==> config.mk <==
export PLATFORM = sky130hd
export DESIGN_NAME = time_keeper
export DESIGN_NICKNAME = d
export VERILOG_FILES = /design/src/rtl/time_keeper.sv
export SDC_FILE = /design/constraint.sdc
export NUM_CORES = 1
export LEC_CHECK = 0
export CAP_MARGIN = 10
export CORE_ASPECT_RATIO = 0.9
export CORE_UTILIZATION = 37
export DETAILED_ROUTE_END_ITERATION = 10
export HOLD_SLACK_MARGIN = 0.08
export PLACE_DENSITY_LB_ADDON = 0.25
export SLEW_MARGIN = 20
export SYNTH_ARGS = -nofsm -noshare
export SYNTH_HDL_FRONTEND = slang
export SYNTH_SLANG_ARGS = --single-unit
==> constraint.sdc <==
create_clock -name clk -period 2.44 [get_ports clk]
set_input_delay 0.244 -clock clk [delete_from_list [all_inputs] [get_ports clk]]
set_output_delay 0.244 -clock clk [all_outputs]
set_load 0.02 [all_outputs]
==> src/rtl/time_keeper.sv <==
// Time-of-day counter: HH:MM:SS.CC in packed BCD, advanced by a centisecond
// prescaler, with user set controls that pre-empt a coincident tick.
module time_keeper #(
  parameter int CLK_FREQ_HZ = 1000
) (
  input  logic        clk,
  input  logic        reset,
  input  logic        run,
  input  logic        inc_hour,
  input  logic        inc_min,
  input  logic        clr_sec,
  output logic [31:0] all_data,
  output logic        day_wrap
);

  localparam int DIV = CLK_FREQ_HZ / 100;
  localparam int PW  = (DIV > 1) ? $clog2(DIV) : 1;
  localparam logic [PW-1:0] PRE_MAX = PW'(DIV - 1);

  logic [PW-1:0] presc_q, presc_d;
  logic [7:0]    hours_q, hours_d;
  logic [7:0]    mins_q, mins_d;
  logic [7:0]    secs_q, secs_d;
  logic [7:0]    centis_q, centis_d;
  logic          dayWrap_q, dayWrap_d;

  logic          tick;
  logic          anySet;
  logic          advance;
  logic [8:0]    centisInc, secsInc, minsInc, hoursInc;

  // Returns {carry, next} for a two-digit BCD field that wraps to 00 after maxV.
  function automatic logic [8:0] bcdInc(input logic [7:0] v, input logic [7:0] maxV);
    logic [3:0] tensNext;
    logic [3:0] unitsNext;
    tensNext  = v[7:4] + 4'd1;
    unitsNext = v[3:0] + 4'd1;
    if (v == maxV) begin
      return 9'h100;
    end else if (v[3:0] == 4'd9) begin
      return {1'b0, tensNext, 4'd0};
    end else begin
      return {1'b0, v[7:4], unitsNext};
    end
  endfunction

  assign tick    = run && (presc_q == PRE_MAX);
  assign anySet  = inc_hour || inc_min || clr_sec;
  assign advance = tick && !anySet;

  always_comb begin
    presc_d = presc_q;
    if (clr_sec || tick) begin
      presc_d = '0;
    end else if (run) begin
      presc_d = presc_q + PW'(1);
    end
  end

  // A set input in the tick cycle swallows the tick entirely, so the carry
  // chain and the set controls never touch the same field in one cycle.
  always_comb begin
    hours_d   = hours_q;
    mins_d    = mins_q;
    secs_d    = secs_q;
    centis_d  = centis_q;
    dayWrap_d = 1'b0;
    centisInc = bcdInc(centis_q, 8'h99);
    secsInc   = bcdInc(secs_q, 8'h59);
    minsInc   = bcdInc(mins_q, 8'h59);
    hoursInc  = bcdInc(hours_q, 8'h23);

    if (advance) begin
      centis_d = centisInc[7:0];
      if (centisInc[8]) begin
        secs_d = secsInc[7:0];
        if (secsInc[8]) begin
          mins_d = minsInc[7:0];
          if (minsInc[8]) begin
            hours_d   = hoursInc[7:0];
            dayWrap_d = hoursInc[8];
          end
        end
      end
    end

    if (inc_hour) begin
      hours_d = hoursInc[7:0];
    end
    if (inc_min) begin
      mins_d = minsInc[7:0];
    end
    if (clr_sec) begin
      secs_d   = 8'h00;
      centis_d = 8'h00;
    end
  end

  always_ff @(posedge clk) begin
    if (reset) begin
      presc_q   <= '0;
      hours_q   <= 8'h00;
      mins_q    <= 8'h00;
      secs_q    <= 8'h00;
      centis_q  <= 8'h00;
      dayWrap_q <= 1'b0;
    end else begin
      presc_q   <= presc_d;
      hours_q   <= hours_d;
      mins_q    <= mins_d;
      secs_q    <= secs_d;
      centis_q  <= centis_d;
      dayWrap_q <= dayWrap_d;
    end
  end

  assign all_data = {hours_q, mins_q, secs_q, centis_q};
  assign day_wrap = dayWrap_q;

endmodule
== Word-level counts from Yosys, hierarchy flattened ==
Cells that the tools add are included.

* Register bits after elaboration: 37
* Output and inout port bits: 33
* Word-level logic and storage cells: 70
* Bits of input ports: 6

* Equal/unequal tests: 9
* Multiplexer cells: 17
* Bitwise operators: 4
* Add/subtract/negate cells: 9
* Reduce and logical (&&, ||, !) cells: 23

{| class="wikitable"
|+ Operators with widths
! operator !! number
|-
| 2-to-1 mux 8 bit || 13
|-
| adder 4 x 1 -> 4 bit, second input constant || 9
|-
| 2-to-1 mux 9 bit || 4
|-
| == test 4 bit, second input constant || 5
|-
| nonzero test 2 bit || 9
|-
| == test 8 x 7 -> 1 bit, second input constant || 2
|-
| == test 8 x 6 -> 1 bit, second input constant || 1
|-
| == test 8 bit, second input constant || 1
|-
| AND reduction 3 bit || 2
|-
| OR reduction 5 bit || 1
|-
| inverter 1 bit || 4
|-
| AND reduction 2 bit || 2
|-
| AND reduction 4 bit || 1
|-
| OR reduction 2 bit || 2
|-
| logical OR 1 bit || 3
|-
| logical AND 1 bit || 2
|-
| zero test 1 bit || 1
|}

== Depth between registers and ports, before layout ==
* Word-level depth: 8
* Gate-level depth with buffers: 9
* Mapped depth without buffers: 7

== Least setup slack after synthesis ==
Ideal clock, no wire load.

* Kind: reg2reg
* From: reg secs_q[0]
* To: reg mins_q[7]
* Library setup time: 70 ps
* Stages on the path, launching flop included: 7
* Slack: 389 ps
* Data required time: 2370 ps
* Arrival: 1980 ps
* Buffers on the path: 0
* Cells stage by stage: dfxtp_1 -> ha_1 -> and3b_1 -> and2_0 -> a21oi_1 -> or4_1 -> a21oi_1

* Word-level cells in the longest chain between the ends: 4

{| class="wikitable"
|+ RTL lines
! item !! RTL line !! source
|-
| start, declared || 23 || <nowiki>logic [7:0] secs_q, secs_d;</nowiki>
|-
| start signal, assigned || 111 || <nowiki>secs_q <= secs_d;</nowiki>
|-
| == test 8 x 7 -> 1 bit || 38 || <nowiki>if (v == maxV) begin</nowiki>
|-
| 2-to-1 mux 9 bit || 38 ||
|-
| nonzero test 2 bit (no line) || - ||
|-
| AND reduction 3 bit (no line) || - ||
|-
| end signal, assigned || 110 || <nowiki>mins_q <= mins_d;</nowiki>
|-
| end, declared || 22 || <nowiki>logic [7:0] mins_q, mins_d;</nowiki>
|}

No other way between the ends.
A chain may end at the register's enable or synchronous reset.

== Final worst setup path ==
* From: reg centis_q[0]
* To: reg hours_q[6]

* Word-level cells in the longest chain between the ends: 4

{| class="wikitable"
|+ RTL lines
! item !! RTL line !! source
|-
| start, declared || 24 || <nowiki>logic [7:0] centis_q, centis_d;</nowiki>
|-
| start signal, assigned || 112 || <nowiki>centis_q <= centis_d;</nowiki>
|-
| == test 8 bit || 38 ||
|-
| 2-to-1 mux 9 bit || 38 ||
|-
| nonzero test 2 bit (no line) || - ||
|-
| AND reduction 4 bit (no line) || - ||
|-
| end signal, assigned || 109 || <nowiki>hours_q <= hours_d;</nowiki>
|-
| end, declared || 21 || <nowiki>logic [7:0] hours_q, hours_d;</nowiki>
|}

No other way between the ends.

==> out/qor.yml <==
outcome: "completed"
clk_transition_reported_paths_ns: 0.08
grt_pass1_vias: 1535
crit_start: "centis_q[0]"
post_synth_edffs: 0
cp_num_cells: 7
synth_most_common_cell: "sky130_fd_sc_hd__dfxtp_1"
grt_pass1_wl_microns: 6969
kind_of_start_point_of_the_critical_path: "flop"
hold_path_startpoint: "secs_q[5]"
cts.repair_timing.setup_buffer_count: 0
grt_setup_unrepaired: "false"
tritoncts: "yes"
dieWidth_microns: 78.78
via_count: 1684
netlist_top_cells_count: "37 x sky130_fd_sc_hd__dfxtp_1, 24 x sky130_fd_sc_hd__a21oi_1, 22 x sky130_fd_sc_hd__nor2_1, 18 x sky130_fd_sc_hd__ha_1, 15 x sky130_fd_sc_hd__nand2_1"
io-pin-count: 39
die_area_sq_um: 5601
yosys_warnings: 0
floorplan.die.height_microns: 71.10
finalWorstPathRequiredPeriod_ns: 2.229
timing.hold.worst.class: "reg -> reg"
viasPerCell: 5.027
layout-area-overhead-vs-synth_pct: 30.72
insertion_delay_ns: 0.30
ys_seq_area_frac: 0.3773
finalCritPeriodShare: 0.9134
synthDominantCellAreaShare: 0.3773
cts_root_buffer: "sky130_fd_sc_hd__clkbuf_8"
place_congestion: 0.7278
antenna_cells_inserted: 0
first_pass_iters: 4
yosys_most_used_dff: "sky130_fd_sc_hd__dfxtp_1"
initial_utilization: 0.3938
worst-slew-pin-transition_ns: 0.5472
timing.critical_path.max_delay_family: "simple AND/OR/NAND/NOR gates"
synth.cell_area_sq_um: 1963
clock-skew-final_ns: 0.01172
placedCellCount: 327
end_kind: "flop"
ys_async_sr_fraction: 0
grt_start_max_net_pins: 20
drt_drc: 0
drt_iter0_markers: 116
synthesized_area_per_cell_sq_um: 8.725
synth_top_cell_by_area: "sky130_fd_sc_hd__dfxtp_1"
maximum_vdd_drop_mv: 0.3606
path_max_fanout: 13
crit_type: "reg -> reg"
post_drt_wl_per_cell_microns: 12.06
core-area_sq_um: 4985
reg2reg_depth: 7
postSynthCellCount: 225
crit_path_top_delay_cell: "sky130_fd_sc_hd__or4_1"
timing.rr.start: "centis_q[0]"
end_of_the_worst_hold_path: "secs_q[5]"
floorplan.rows: 24
worst_r2r_setup_slack_ns: 0.21
timing.fmax_ghz: 0.4487
buffers_on_ports: 38
hold_depth: 2
finish.net_count: 293
setup_viol: 0
timing.final.max_slew_violations: 0
finalHoldViolCount: 0
cts_buffer_depth: 2
dpl.hpwl_microns: 2920
timing.rr.end: "hours_q[6]"
synth_cell_types: 40
postLayoutCellArea_sq_um: 2566
critPathArrivalTime_ns: 2.47
placed_area_sq_um: 2429
drive_gt1_frac: 0.08519
grt_antenna_before_repair: 0
grt.overflow.total: 0
max-slew-margin-rel: 0.6352
grt_util_all_layers: 0.1594
static_leak_nw: 0.9200
cell_by_cell_trace_of_the_critical_path: "ha_1, nand3b_1, nor4_4, buf_4, a31oi_2, or4_1, a21oi_1"
crit_required_ns: 2.68
cp.buffers_inverters: 1
holdWs_ns: 0.5178
ys_top_cells_by_area: "sky130_fd_sc_hd__dfxtp_1 38%, sky130_fd_sc_hd__ha_1 11%, sky130_fd_sc_hd__a21oi_1 6.1%, sky130_fd_sc_hd__nor2_1 4.2%, sky130_fd_sc_hd__or3_1 3.5%"
count_of_placed_standard_cells_in_the_final_layout_fillers_left_out: 335
max_cap_viol_count: 0
clock_sinks: 37
max_stage_delay_ns: 0.45
detail_route.wirelength_microns: 4041
htreeDepth: 2
cts_made_buffers: 5
postSynthRegisterBits: 37
power_density_nw_per_um2: 520.9
ant_nets: 0
synth_nets: 249
==> flip-flops by register name, summed over array words and instances (netlist names) <==
| register | count |
|---|---|
| mins_q | 8 |
| day_wrap | 1 |
| presc_q | 4 |
| centis_q | 8 |
| secs_q | 8 |
| hours_q | 8 |
==> cell families after synthesis <==
family | count (synthesis) | synth area share
AND/OR/NAND/NOR | 92 | 0.2734
AO/OA/AOI/OAI | 47 | 0.1358
flip-flops | 37 | 0.3773
buffers and inverters | 19 | 0.04397
adder cells (fa/ha/maj) | 18 | 0.1147
XOR/XNOR | 10 | 0.04461
multiplexers | 2 | 0.01020
==> metal layers <==
| metal | vias to the layer above | routed length (microns) | track usage |
|---|---|---|---|
| met3 | 2 | 220 | 0.06065 |
| met2 | 34 | 1733 | 0.2415 |
| li1 | 887 | - | - |
| met5 | - | 0 | 0 |
| met4 | 0 | 32 | 0.04321 |
| met1 | 761 | 2054 | 0.2109 |
==> area by class of cell <==
| cell class | instances | area, sq um |
|---|---|---|
| fill | 487 | 2419 |
| clock inverter | 3 | 65.06 |
| timing repair buffer | 44 | 425.4 |
| inverter | 12 | 45.04 |
| sequential | 37 | 740.7 |
| clock buffer | 5 | 68.82 |
| multi-input combinational | 169 | 1140 |
| tap | 65 | 81.33 |
==> per-stage QoR <==
stage	setup WS [ns]	total power (W)	setup TNS, ns	utilization
after global placement	-0.02727	0.0007023	-0.02891	0.4872
after detailed placement	-0.05018	0.0007025	-0.1349	0.4872
after CTS	0.1909	0.001350	0	0.5141
final	0.2112	0.001337	0	0.5148
after global routing	0.04426	0.001381	0	0.5148
after floorplan	0.3894	0.0006727	0	-
==> cells in the final DEF, fill, tap and decap left out, types with 2 or more instances in the layout <==
cell type	synthesis	layout
sky130_fd_sc_hd__xnor2_1	4	4
sky130_fd_sc_hd__xor2_1	6	6
sky130_fd_sc_hd__clkdlybuf4s50_1	0	38
sky130_fd_sc_hd__o31ai_1	2	2
sky130_fd_sc_hd__mux2i_1	2	2
sky130_fd_sc_hd__nand3b_1	5	5
sky130_fd_sc_hd__nand2_1	15	15
sky130_fd_sc_hd__dfxtp_1	37	37
sky130_fd_sc_hd__nand3_1	8	8
sky130_fd_sc_hd__a21oi_1	24	23
sky130_fd_sc_hd__buf_4	0	6
sky130_fd_sc_hd__clkbuf_8	0	5
sky130_fd_sc_hd__a211oi_1	3	3
sky130_fd_sc_hd__and2_1	2	2
sky130_fd_sc_hd__nor3_1	3	3
sky130_fd_sc_hd__nand4_1	3	3
sky130_fd_sc_hd__inv_1	12	12
sky130_fd_sc_hd__o21ai_0	13	13
sky130_fd_sc_hd__nor2_1	22	22
sky130_fd_sc_hd__or4_1	6	6
sky130_fd_sc_hd__bufinv_16	0	2
sky130_fd_sc_hd__and3b_1	4	4
sky130_fd_sc_hd__or3_1	11	11
sky130_fd_sc_hd__or2_2	2	2
sky130_fd_sc_hd__ha_1	18	18
==> power breakdown <==
part / leakage, nW / switching (W) / total (W) / internal [W]
clock: 0.0681 / 0.000242 / 0.000648 / 0.000406
sequential: 0.299 / 0.00000906 / 0.000619 / 0.000610
combinational: 0.553 / 0.0000382 / 0.0000697 / 0.0000314
total: 0.920 / 0.000289 / 0.00134 / 0.00105
==> worst reg2reg max path: stages, from the launching register on <==
cell                       delay (ns)
sky130_fd_sc_hd__dfxtp_1         0.43
sky130_fd_sc_hd__ha_1            0.20
sky130_fd_sc_hd__nand3b_1        0.19
sky130_fd_sc_hd__nor4_4          0.30
sky130_fd_sc_hd__buf_4           0.24
sky130_fd_sc_hd__a31oi_2         0.22
sky130_fd_sc_hd__or4_1           0.45
sky130_fd_sc_hd__a21oi_1         0.14
==> timing repair <==
item | CTS | global route
hold buffers | 0 | 0
resized for setup | 0 | 1
endpoints found under the setup margin | 0 | 2
==> worst max-delay path by stage <==
stage | endpoint
after floorplan | mins_q[7]
after global placement | hours_q[6]
after detailed placement | hours_q[6]
after CTS | mins_q[6]
after global routing | hours_q[7]
final | hours_q[6]
Note: power is estimated with default switching activity, not from simulation.
